<file path="src/rtl/jvs_feature_parser_pkg.sv">
// Shared JVS definitions for the feature-check parser.
// Contents:
//   - JVS_FEATURE_* function codes from the feature-check reply.
//   - JVS_COIN_MAX, the cap on the reported coin slot count.
//   - jvs_caps_t, the per-node capability record.
//   - jvs_node_info_t, the per-node record kept by the top level.
//   - The parser state encoding and small decode helpers.
package jvs_feature_parser_pkg;

  localparam logic [7:0] JVS_FEATURE_PLAYERS     = 8'h01;
  localparam logic [7:0] JVS_FEATURE_COINS       = 8'h02;
  localparam logic [7:0] JVS_FEATURE_ANALOG_IN   = 8'h03;
  localparam logic [7:0] JVS_FEATURE_ROTARY      = 8'h04;
  localparam logic [7:0] JVS_FEATURE_KEYCODE     = 8'h05;
  localparam logic [7:0] JVS_FEATURE_SCREEN_POS  = 8'h06;
  localparam logic [7:0] JVS_FEATURE_MISC_DIG    = 8'h07;
  localparam logic [7:0] JVS_FEATURE_CARD        = 8'h10;
  localparam logic [7:0] JVS_FEATURE_HOPPER      = 8'h11;
  localparam logic [7:0] JVS_FEATURE_DIGITAL_OUT = 8'h12;
  localparam logic [7:0] JVS_FEATURE_ANALOG_OUT  = 8'h13;
  localparam logic [7:0] JVS_FEATURE_CHAR_DISP   = 8'h14;
  localparam logic [7:0] JVS_FEATURE_BACKUP      = 8'h15;

  localparam int unsigned JVS_COIN_MAX = 4;

  // Coin slot count is a 4-bit field, so the effective cap is the smaller
  // of JVS_COIN_MAX and 15.
  localparam logic [7:0] JVS_COIN_LIMIT =
    (JVS_COIN_MAX < 15) ? 8'(JVS_COIN_MAX) : 8'd15;

  typedef struct packed {
    logic [3:0]  players;
    logic [7:0]  buttons;
    logic [3:0]  coin_slots;
    logic [3:0]  analog_ch;
    logic [7:0]  analog_bits;
    logic [3:0]  rotary_ch;
    logic        keycode;
    logic        screen_pos;
    logic [7:0]  spos_x_bits;
    logic [7:0]  spos_y_bits;
    logic [7:0]  spos_ch;
    logic [15:0] misc_digital;
    logic [7:0]  card_slots;
    logic [7:0]  hopper_ch;
    logic [7:0]  digital_out;
    logic [3:0]  analog_out_ch;
    logic        char_disp;
    logic [7:0]  cd_width;
    logic [7:0]  cd_height;
    logic [7:0]  cd_type;
    logic        backup;
  } jvs_caps_t;

  typedef struct packed {
    logic      present;
    jvs_caps_t caps;
  } jvs_node_info_t;

  typedef enum logic [2:0] {
    ST_IDLE,
    ST_CODE,
    ST_P1,
    ST_P2,
    ST_P3,
    ST_DRAIN,
    ST_DONE
  } state_t;

  // Clamp a payload byte into a 4-bit field; lim must be <= 15.
  function automatic logic [3:0] sat4(input logic [7:0] v, input logic [7:0] lim);
    return (v > lim) ? lim[3:0] : v[3:0];
  endfunction

  function automatic logic is_known_code(input logic [7:0] code);
    return code inside {JVS_FEATURE_PLAYERS, JVS_FEATURE_COINS,
                        JVS_FEATURE_ANALOG_IN, JVS_FEATURE_ROTARY,
                        JVS_FEATURE_KEYCODE, JVS_FEATURE_SCREEN_POS,
                        JVS_FEATURE_MISC_DIG, JVS_FEATURE_CARD,
                        JVS_FEATURE_HOPPER, JVS_FEATURE_DIGITAL_OUT,
                        JVS_FEATURE_ANALOG_OUT, JVS_FEATURE_CHAR_DISP,
                        JVS_FEATURE_BACKUP};
  endfunction

endpackage

</file>
<file path="src/rtl/jvs_feature_parser_if.sv">
// Byte-stream interface carrying the feature-check payload into the parser.
//   s_valid : payload byte valid (master -> slave)
//   s_data  : payload byte (master -> slave)
//   s_last  : final payload byte of the packet (master -> slave)
//   s_ready : parser can accept a byte (slave -> master)
interface jvs_feature_parser_if;
  logic       s_valid;
  logic [7:0] s_data;
  logic       s_last;
  logic       s_ready;

  modport master (output s_valid, output s_data, output s_last, input s_ready);
  modport slave  (input s_valid, input s_data, input s_last, output s_ready);
endinterface

</file>
<file path="src/rtl/jvs_feature_parser.sv">
// JVS feature-check payload parser.
// Walks the 4-byte {code, p1, p2, p3} records of a feature-check reply and
// builds a capability record for one node. The final record is reported with
// a one-cycle done pulse; the results are held until the next start.
// Ports:
//   clk, rst_n : clock, asynchronous active-low reset
//   start      : one-cycle pulse, clears results and begins a parse
//   node_idx   : node the payload belongs to, latched on start
//   s          : payload byte stream (slave side)
//   busy       : parser not idle
//   done       : one-cycle completion pulse
//   err        : packet ended before the 0x00 terminator
//   unk        : at least one unknown function code was seen
//   out_idx    : latched node_idx
//   caps       : parsed capability record
module jvs_feature_parser
  import jvs_feature_parser_pkg::*;
#(
  parameter  int MAX_JVS_NODES = 2,
  localparam int NIB = (MAX_JVS_NODES > 1) ? $clog2(MAX_JVS_NODES) : 1
) (
  input  logic                   clk,
  input  logic                   rst_n,
  input  logic                   start,
  input  logic [NIB-1:0]         node_idx,
  jvs_feature_parser_if.slave    s,
  output logic                   busy,
  output logic                   done,
  output logic                   err,
  output logic                   unk,
  output logic [NIB-1:0]         out_idx,
  output jvs_caps_t              caps
);

  state_t     state_q, state_d;
  logic [7:0] code_q, p1_q, p2_q;
  jvs_caps_t  caps_q, caps_commit;
  logic       err_q, unk_q;
  logic [NIB-1:0] idx_q;
  logic       accept;

  assign s.s_ready = (state_q inside {ST_CODE, ST_P1, ST_P2, ST_P3, ST_DRAIN});
  assign accept    = s.s_valid && s.s_ready;
  assign busy      = (state_q != ST_IDLE);
  assign done      = (state_q == ST_DONE);
  assign err       = err_q;
  assign unk       = unk_q;
  assign out_idx   = idx_q;
  assign caps      = caps_q;

  // NOTE: sequential state uses non-blocking assignments so every register
  // samples the pre-edge values of the others.
  always_ff @(posedge clk or negedge rst_n) begin
    if (!rst_n) state_q <= ST_IDLE;
    else        state_q <= state_d;
  end

  // NOTE: every output of this block gets a default first; a path that left
  // one unassigned would infer a latch.
  always_comb begin
    state_d = state_q;
    if (start) begin
      state_d = ST_CODE;
    end else begin
      unique case (state_q)
        ST_IDLE:  state_d = ST_IDLE;
        ST_CODE:
          if (accept) begin
            if (s.s_data == 8'h00) state_d = s.s_last ? ST_DONE : ST_DRAIN;
            else                   state_d = s.s_last ? ST_DONE : ST_P1;
          end
        ST_P1:    if (accept) state_d = s.s_last ? ST_DONE : ST_P2;
        ST_P2:    if (accept) state_d = s.s_last ? ST_DONE : ST_P3;
        ST_P3:    if (accept) state_d = s.s_last ? ST_DONE : ST_CODE;
        ST_DRAIN: if (accept && s.s_last) state_d = ST_DONE;
        ST_DONE:  state_d = ST_IDLE;
        default:  state_d = ST_IDLE;
      endcase
    end
  end

  // Record commit decode. p3 is taken straight from the bus so the record
  // lands in caps on the same edge that accepts its third parameter.
  always_comb begin
    caps_commit = caps_q;
    unique case (code_q)
      JVS_FEATURE_PLAYERS: begin
        caps_commit.players = sat4(p1_q, 8'd15);
        caps_commit.buttons = p2_q;
      end
      JVS_FEATURE_COINS:   caps_commit.coin_slots = sat4(p1_q, JVS_COIN_LIMIT);
      JVS_FEATURE_ANALOG_IN: begin
        caps_commit.analog_ch   = sat4(p1_q, 8'd15);
        caps_commit.analog_bits = p2_q;
      end
      JVS_FEATURE_ROTARY:  caps_commit.rotary_ch = sat4(p1_q, 8'd15);
      JVS_FEATURE_KEYCODE: caps_commit.keycode = 1'b1;
      JVS_FEATURE_SCREEN_POS: begin
        caps_commit.screen_pos  = 1'b1;
        caps_commit.spos_x_bits = p1_q;
        caps_commit.spos_y_bits = p2_q;
        caps_commit.spos_ch     = s.s_data;
      end
      JVS_FEATURE_MISC_DIG:    caps_commit.misc_digital = {p1_q, p2_q};
      JVS_FEATURE_CARD:        caps_commit.card_slots = p1_q;
      JVS_FEATURE_HOPPER:      caps_commit.hopper_ch = p1_q;
      JVS_FEATURE_DIGITAL_OUT: caps_commit.digital_out = p1_q;
      JVS_FEATURE_ANALOG_OUT:  caps_commit.analog_out_ch = sat4(p1_q, 8'd15);
      JVS_FEATURE_CHAR_DISP: begin
        caps_commit.char_disp = 1'b1;
        caps_commit.cd_width  = p1_q;
        caps_commit.cd_height = p2_q;
        caps_commit.cd_type   = s.s_data;
      end
      JVS_FEATURE_BACKUP:      caps_commit.backup = 1'b1;
      default:                 caps_commit = caps_q;
    endcase
  end

  always_ff @(posedge clk or negedge rst_n) begin
    if (!rst_n) begin
      code_q <= '0;
      p1_q   <= '0;
      p2_q   <= '0;
      caps_q <= '0;
      err_q  <= 1'b0;
      unk_q  <= 1'b0;
      idx_q  <= '0;
    end else if (start) begin
      caps_q <= '0;
      err_q  <= 1'b0;
      unk_q  <= 1'b0;
      idx_q  <= node_idx;
    end else if (accept) begin
      unique case (state_q)
        ST_CODE:
          if (s.s_data != 8'h00) begin
            code_q <= s.s_data;
            if (!is_known_code(s.s_data)) unk_q <= 1'b1;
            if (s.s_last)                 err_q <= 1'b1;
          end
        ST_P1: begin
          p1_q <= s.s_data;
          if (s.s_last) err_q <= 1'b1;
        end
        ST_P2: begin
          p2_q <= s.s_data;
          if (s.s_last) err_q <= 1'b1;
        end
        ST_P3:
          // A truncated record is dropped; unknown codes never commit.
          if (s.s_last)                   err_q  <= 1'b1;
          else if (is_known_code(code_q)) caps_q <= caps_commit;
        default: ;
      endcase
    end
  end

endmodule

</file>
<file path="src/flat_wrapper.sv">
// flat-port wrapper written by rule: the top's interface ports become plain ports
module jvs_feature_parser_flat import jvs_feature_parser_pkg::*;
#(
  parameter  int MAX_JVS_NODES = 2,
  localparam int NIB = (MAX_JVS_NODES > 1) ? $clog2(MAX_JVS_NODES) : 1
)
  (clk, rst_n, start, node_idx, busy, done, err, unk, out_idx, caps, s_s_valid, s_s_data, s_s_last, s_s_ready);
  jvs_feature_parser_if s_i ();
  input  logic clk;
  input  logic rst_n;
  input  logic start;
  input  logic [NIB-1:0] node_idx;
  output logic busy;
  output logic done;
  output logic err;
  output logic unk;
  output logic [NIB-1:0] out_idx;
  output jvs_caps_t caps;
  input wire logic [$bits(s_i.s_valid)-1:0] s_s_valid;
  input wire logic [$bits(s_i.s_data)-1:0] s_s_data;
  input wire logic [$bits(s_i.s_last)-1:0] s_s_last;
  output wire logic [$bits(s_i.s_ready)-1:0] s_s_ready;
  assign s_i.s_valid = s_s_valid;
  assign s_i.s_data = s_s_data;
  assign s_i.s_last = s_s_last;
  assign s_s_ready = s_i.s_ready;
  jvs_feature_parser #(.MAX_JVS_NODES(MAX_JVS_NODES)) u_core (.clk(clk), .rst_n(rst_n), .start(start), .node_idx(node_idx), .s(s_i), .busy(busy), .done(done), .err(err), .unk(unk), .out_idx(out_idx), .caps(caps));
endmodule
</file>
<file path="config.mk">
export PLATFORM = sky130hd
export DESIGN_NAME = jvs_feature_parser_flat
export DESIGN_NICKNAME = d
export VERILOG_FILES = /design/src/rtl/jvs_feature_parser_pkg.sv /design/src/rtl/jvs_feature_parser_if.sv /design/src/rtl/jvs_feature_parser.sv /design/src/flat_wrapper.sv
export SDC_FILE = /design/constraint.sdc
export NUM_CORES = 1
export LEC_CHECK = 0
export ABC_CLOCK_PERIOD_IN_PS = 2300
export BUFFER_PORTS_ARGS = -buffer_cell sky130_fd_sc_hd__buf_2
export CAP_MARGIN = 40
export CORE_ASPECT_RATIO = 1.4
export CORE_MARGIN = 2
export CORE_UTILIZATION = 40
export CTS_BUF_LIST = sky130_fd_sc_hd__clkbuf_8 sky130_fd_sc_hd__clkbuf_16
export CTS_CLUSTER_DIAMETER = 120
export CTS_CLUSTER_SIZE = 12
export DETAILED_ROUTE_END_ITERATION = 7
export PLACE_DENSITY = 0.6
export SYNTH_ARGS = -nofsm -noshare
export SYNTH_HDL_FRONTEND = slang
export SYNTH_SLANG_ARGS = --single-unit
export TNS_END_PERCENT = 10
</file>
<file path="constraint.sdc">
create_clock -name clk -period 2.3 [get_ports clk]
set_clock_uncertainty 0.1 [all_clocks]
set_input_delay 0.46 -clock clk [delete_from_list [all_inputs] [get_ports clk]]
set_output_delay 0.46 -clock clk [all_outputs]
set_load 0.03 [all_outputs]
</file>
==> results.toml, run 1 <==
[run_status]
outcome = "completed"

[clock_network]
h-tree-depth = 4
clk_pin_slew_ns = 0.06
clk_path_buf_depth = 2
cts_buffers = 17
clock_sinks = 158
clock-root-buffer = "clkbuf_16"
clk_latency_ns = 0.43
cts_tree = "yes"

[setup_path]
cp_max_fo = 13
startpoint_type = "register"
crit_start = "u_core.state_q[2]"
required_ns = 1.74
critPathKind = "register to output pin"
max_stage_delay_ns = 0.62
cp_top_family = "flip-flops"
arrival_ns = 1.69
path_cells = "inv_1 > nor3_1 > buf_2"
rr_startpoint = "u_core.state_q[2]"
slowest_stage = "dfrtp_1"
r2r_setup_slack_ns = 0.22
cp.buffers_inverters = 2
endpoint_kind = "output pin"

[floorplan]
rows = 55
fp.dieH_um = 156
ios = 148
die_area_um2 = 17600
core_area_um2 = 16200
start_util_pct = 40.8
die_w_um = 113

[synth]
postSynth.asyncResetShare_pct = 100
yosysWarnings = 0
netlist_instances = 511
synth.distinct_cells = 58
synth_area_leaders = "dfrtp_1, a32o_1, mux2i_1"
syn_nets = 525
syn_area_um2 = 6600
synth.top_cell.area_share_pct = 59.9
synth_edf_count = 0
synth_top_family_by_area = "compound AO/OA/AOI/OAI gates"
ys_seq_elements = 158
yosys.area_share.simple_pct = 11.3
yosysSeqAreaShare_pct = 59.9
synthMuxAreaShare_pct = 10.9
yosys.area_share.adder_pct = 0
synth-compound-area-share_pct = 14.9
syn_area_per_cell_um2 = 12.9
ys.flop_type = "dfrtp_1"
synthXorXnorAreaFrac_pct = 0.133
yosysTopAreaCell = "dfrtp_1"

[placed_design]
gp_congestion = 0.847
dpl.cell_count = 859
port_buffers = 147
dp_hpwl_um = 13100

[power_and_ir_drop]
combPwrFrac_pct = 19.7
clockPowerShare_pct = 34.3
power_switching_mw = 2.66
internal-power_mw = 5.18
peakVddDrop_mv = 0.587
swShare_pct = 33.9
power_density_nw_per_um2 = 938
p_leak_nw = 4.30
seqPwrFrac_pct = 46.0

[timing]
rsz0062_at_grt = "no"
fin_crit_sh_pct = 97.7
setup_tns_ns = 0
fmaxAchievable_mhz = 445
slew_headroom_pct = 43.1
finalMaxSlewViolations = 0
hold_violations = 0
finalSetupViolCount = 0
period_minus_slack_ns = 2.25
tightest_slew_ns = 0.853

[route]
vias = 5156
remaining_drc_errors = 0
vias_per_cell = 5.78
wirelength_um = 18700
drtIter0Drc = 280
wl_per_cell_um = 21.0
ant_nets = 0
first_pass_iters = 5

[run]
cap_violations = 0

[layout]
area_growth_pct = 26.4
finish.utilization_pct = 51.6
diodes = 0
drive_above_1_share_pct = 37.4
fin_cells = 892
nFillCells = 1413
fin_nets = 694

[global_routing]
grt_pass1_wl_um = 29200
track_usage_pct = 21.6
grt_max_degree = 59
grt_pass1_vias = 5231
grt-ovfl-total = 0
antenna_found_initial = 0

[min_path]
min_from = "node_idx"
hp-class = "primary input to register"
registers in the layout, indices dropped and copies added, names as in the netlist:
name / cells
u_core.p2_q: 8
u_core.caps: 128
u_core.state_q: 3
u_core.unk: 1
u_core.out_idx: 1
u_core.err: 1
u_core.code_q: 8
u_core.p1_q: 8
through the flow:
stage               worst slack (ns)  area (µm²)  total power [mW]  hold slack, ns
floorplan                     0.0545        6600              4.43          0.0644
global placement               0.200        7750              5.11           0.336
detailed placement             0.167        7770              5.18           0.344
CTS                           0.0314        8340              7.87           0.147
global route                0.000122        8350              8.17           0.166
finish                        0.0518        8350              7.83           0.161
worst register-to-register path, cell delays in order, from the launching register on:
cell and delay (ns):
dfrtp_1 0.62, buf_4 0.24, nand4bb_1 0.24, nor2_4 0.29, buf_12 0.28, a32o_1 0.25
cells in the final DEF (no fill, tap or decap), types with 3 or more instances in the layout:
cell         n
nor2_2       3
nand2_1     24
mux2i_1     44
o21ai_1      5
o22ai_1      3
nor3_1       5
a22o_1       8
and3_1       4
inv_6        4
clkbuf_16   17
a21oi_1      8
nand2b_1     4
inv_1        7
clkinv_4     4
nor4_4       3
dfrtp_1    158
nand4_1      6
mux2_2      25
buf_4       35
nand3_1      4
a31oi_1      3
nor4_1       4
buf_12       3
a32o_1      63
o21ai_0      6
nor4b_1      3
buf_2      146
nor2_1      44
layout make-up:
cell class	count	area, µm²	area share [%]
Clock buffer	17	425	5.10
Multi-Input combinational cell	311	2470	29.6
Clock inverter	15	139	1.66
Tap cell	199	249	2.98
Inverter	5	18.8	0.225
Timing Repair Buffer	187	1090	13.1
Sequential cell	158	3950	47.4
what timing repair did:
action | in CTS | in global routing
hold endpoints to repair | 47 | 0
buffers inserted | 0 | 0
setup endpoints to repair | 0 | 1
hold buffers | 1 | 0
resized for setup | 0 | 1
Yosys cell counts, drive strengths merged, types with 2 or more instances:
master	n
a2111oi	2
a211oi	2
a21oi	8
a221o	2
a221oi	2
a22o	8
a31oi	3
a32o	63
and2	2
and3	4
and4	2
buf	21
clkbuf	16
dfrtp	158
inv	5
mux2	25
mux2i	44
nand2	24
nand2b	4
nand3	4
nand4	6
nor2	49
nor2b	2
nor3	7
nor4	7
nor4b	5
o21ai	12
o22ai	3
or2	2
or4	3
or4b	2
per-layer routing:
metal | track usage [%] | up-vias | wire, µm
li1 | - | 2280 | -
met4 | 10.5 | 0 | 663
met1 | 25.8 | 2666 | 7550
met3 | 4.43 | 45 | 840
met2 | 37.1 | 165 | 9660
met5 | 0 | - | 0
kinds of logic after synthesis:
| kind of cell | after synthesis |
|---|---|
| mux | 69 |
| xor+xnor | 1 |
| simple gates | 128 |
| compound gates | 113 |
| flops | 158 |
| buf+inv | 42 |
power groups by stage:
stage	Sequential (mW)	Clock, mW	Combinational, mW
global route	3.63	2.88	1.66
detailed placement	3.64	0	1.53
finish	3.60	2.68	1.55
floorplan	3.40	0	1.03
global placement	3.62	0	1.49
CTS	3.59	2.74	1.54
worst paths after layout:
kind                       depth (start not counted)               end
max                                                3              done
min                                                2    u_core.out_idx
max reg2reg                                        5   u_core.caps[66]
min reg2reg                                        1  u_core.caps[121]
max in group asynchronous                          3   u_core.caps[43]
min in group asynchronous                          2  u_core.caps[119]
Power figures use the tool's default switching activity.
==> run 2: changes to the inputs <==
- ABC_CLOCK_PERIOD_IN_PS: 2300 -> 1910
- PLACE_DENSITY: 0.6 -> 0.62
- clock period: 2.3 -> 1.91 ns (I/O delays scaled with it)
==> run 2 against run 1 <==
Against the previous run:
- the flow now finishes with violations (negative setup slack)
- sequential power up 14%
- largest cell class unchanged
- critical path type unchanged
- cell count is 6.3% higher
- register-to-register slack got worse by 0.34 ns
- critical path depth grew 3
- die area stayed put
==> results.toml, run 2 (synthesis gave the netlist of run 1 again) <==
[route]
first_pass_iters = 7
remaining_drc_errors = 0
wirelength_um = 19700
wl_per_cell_um = 20.8
drtIter0Drc = 242
ant_nets = 0
vias = 5389
vias_per_cell = 5.68

[layout]
area_growth_pct = 37.9
drive_above_1_share_pct = 44.9
finish.utilization_pct = 56.3
nFillCells = 1318
diodes = 0
multi_input_area_um2 = 2600
final_cell_mix = "dfrtp_1, buf_2, buf_4, a32o_1, mux2i_1"
fin_nets = 750
mostFrequentLayoutCell = "dfrtp_1"
largest_reg_flops = 128
seqCellArea_um2 = 3960

[min_path]
hp-class = "primary input to register"
worstHoldPathCells = 2

[timing]
setup_tns_ns = -5.93
tightest_slew_ns = 0.794
period_minus_slack_ns = 2.03
fmaxAchievable_mhz = 492
finalSetupViolCount = 66
rsz0062_at_grt = "yes"
finalMaxSlewViolations = 0
hold_violations = 0
timing.final.ws_setup_ns = -0.124
fin_crit_sh_pct = 106
slew_headroom_pct = 47.0

[clock_network]
clk_path_buf_depth = 2
clock_sinks = 158
cts_tree = "yes"
clk_latency_ns = 0.42
h-tree-depth = 4
clock-root-buffer = "clkbuf_16"
cts_buffers = 17
clk_pin_slew_ns = 0.06

[global_routing]
grt_max_degree = 64
grt-ovfl-total = 0
track_usage_pct = 22.9
grt_pass1_vias = 5573
grt_pass1_wl_um = 31400
antenna_found_initial = 0

[setup_path]
cp_max_fo = 6
endpoint_kind = "output pin"
slowest_stage = "dfrtp_1"
path_cells = "buf_6 > buf_6 > nor2_4 > nand2_2 > a21boi_4 > buf_6"
startpoint_type = "register"
required_ns = 1.43
arrival_ns = 1.55
r2r.worst_path.cells = 5
critPathKind = "register to output pin"
cpMostUsedCell = "buf_6"
max_stage_delay_ns = 0.41

[run]
cap_violations = 0

[run_status]
outcome = "complete, but fails checks"
failed_checks = "negative setup slack"

[placed_design]
gp_congestion = 0.834
port_buffers = 147
dp_hpwl_um = 14000

[power_and_ir_drop]
peakVddDrop_mv = 0.730
p_leak_nw = 4.68
power_density_nw_per_um2 = 1170

[floorplan]
die_w_um = 113
rows = 55
start_util_pct = 40.8
ios = 148
die_area_um2 = 17600
fp.dieH_um = 156
core_area_um2 = 16200
[run 2: changes by cell type in the layout (fill, tap and decap cells not counted), moves of 3 or more]
cell    change
buf_2       -3
nor2_4      +3
buf_6      +17
buf_12      +6
inv_6       -4
buf_4      +36
[run 2: cell type report]
type	instances	share of cell area, %
Clock buffer	18	4.83
Tap cell	199	2.74
Inverter	5	0.206
Timing Repair Buffer	243	18.2
Clock inverter	14	2.05
Multi-Input combinational cell	311	28.5
Sequential cell	158	43.5
[run 2: path summary, 6_finish.rpt]
kind | startpoint | to | slack (ns)
min reg2reg | u_core.caps[115] | u_core.caps[115] | 0.38
min | node_idx | u_core.out_idx | 0.1
max | u_core.state_q[1] | s_s_ready | -0.12
max in group asynchronous | rst_n | u_core.p1_q[1] | 0.74
max reg2reg | u_core.code_q[0] | u_core.caps[12] | -0.12
min in group asynchronous | rst_n | u_core.caps[72] | 0.34
[run 2: report_power, final]
group | internal, mW | total [mW] | switching [mW]
Sequential | 3.67 | 4.10 | 0.433
Clock | 2.12 | 3.55 | 1.43
Combinational | 1.37 | 2.98 | 1.61
[run 2: worst max-delay path, delay by kind of cell (launching register included)]
| family | cells | cell delay (ns) |
|---|---|---|
| AOI/OAI and AO/OA | 1 | 0.14 |
| buffers and inverters | 3 | 0.41 |
| DFF | 1 | 0.41 |
| and+or+nand+nor | 2 | 0.17 |
[run 2: layer usage]
| layer | part of all wire (%) | GRT usage [%] | routed length (µm) | vias up |
|---|---|---|---|---|
| met3 | 4.5 | 5.05 | 886 | 25 |
| met5 | 0 | 0 | 0 | - |
| met2 | 54 | 41.1 | 10700 | 169 |
| li1 | - | - | - | 2400 |
| met1 | 39 | 27.3 | 7710 | 2795 |
| met4 | 1.8 | 7.20 | 359 | 0 |
[run 2: through the flow]
| step | power, mW | worst slack [ns] | instances | area [µm²] | hold slack (ns) |
|---|---|---|---|---|---|
| finish | 10.6 | -0.124 | 948 | 9100 | 0.0969 |
| global route | 11.1 | -0.210 | 948 | 9100 | 0.0898 |
| CTS | 10.5 | -0.136 | 947 | 9010 | 0.0809 |
| detailed placement | 6.63 | -0.152 | 903 | 8180 | 0.234 |
| global placement | 6.55 | -0.122 | 902 | 8160 | 0.229 |
| floorplan | 5.37 | -0.0497 | 511 | 6630 | -0.0136 |
[run 2: repair_timing]
item	CTS	global route
endpoints found under the setup margin	88	124
buffers inserted	12	1
hold buffers	1	0
pin swaps	15	22
hold endpoints to repair	39	0
gates resized for setup	30	18
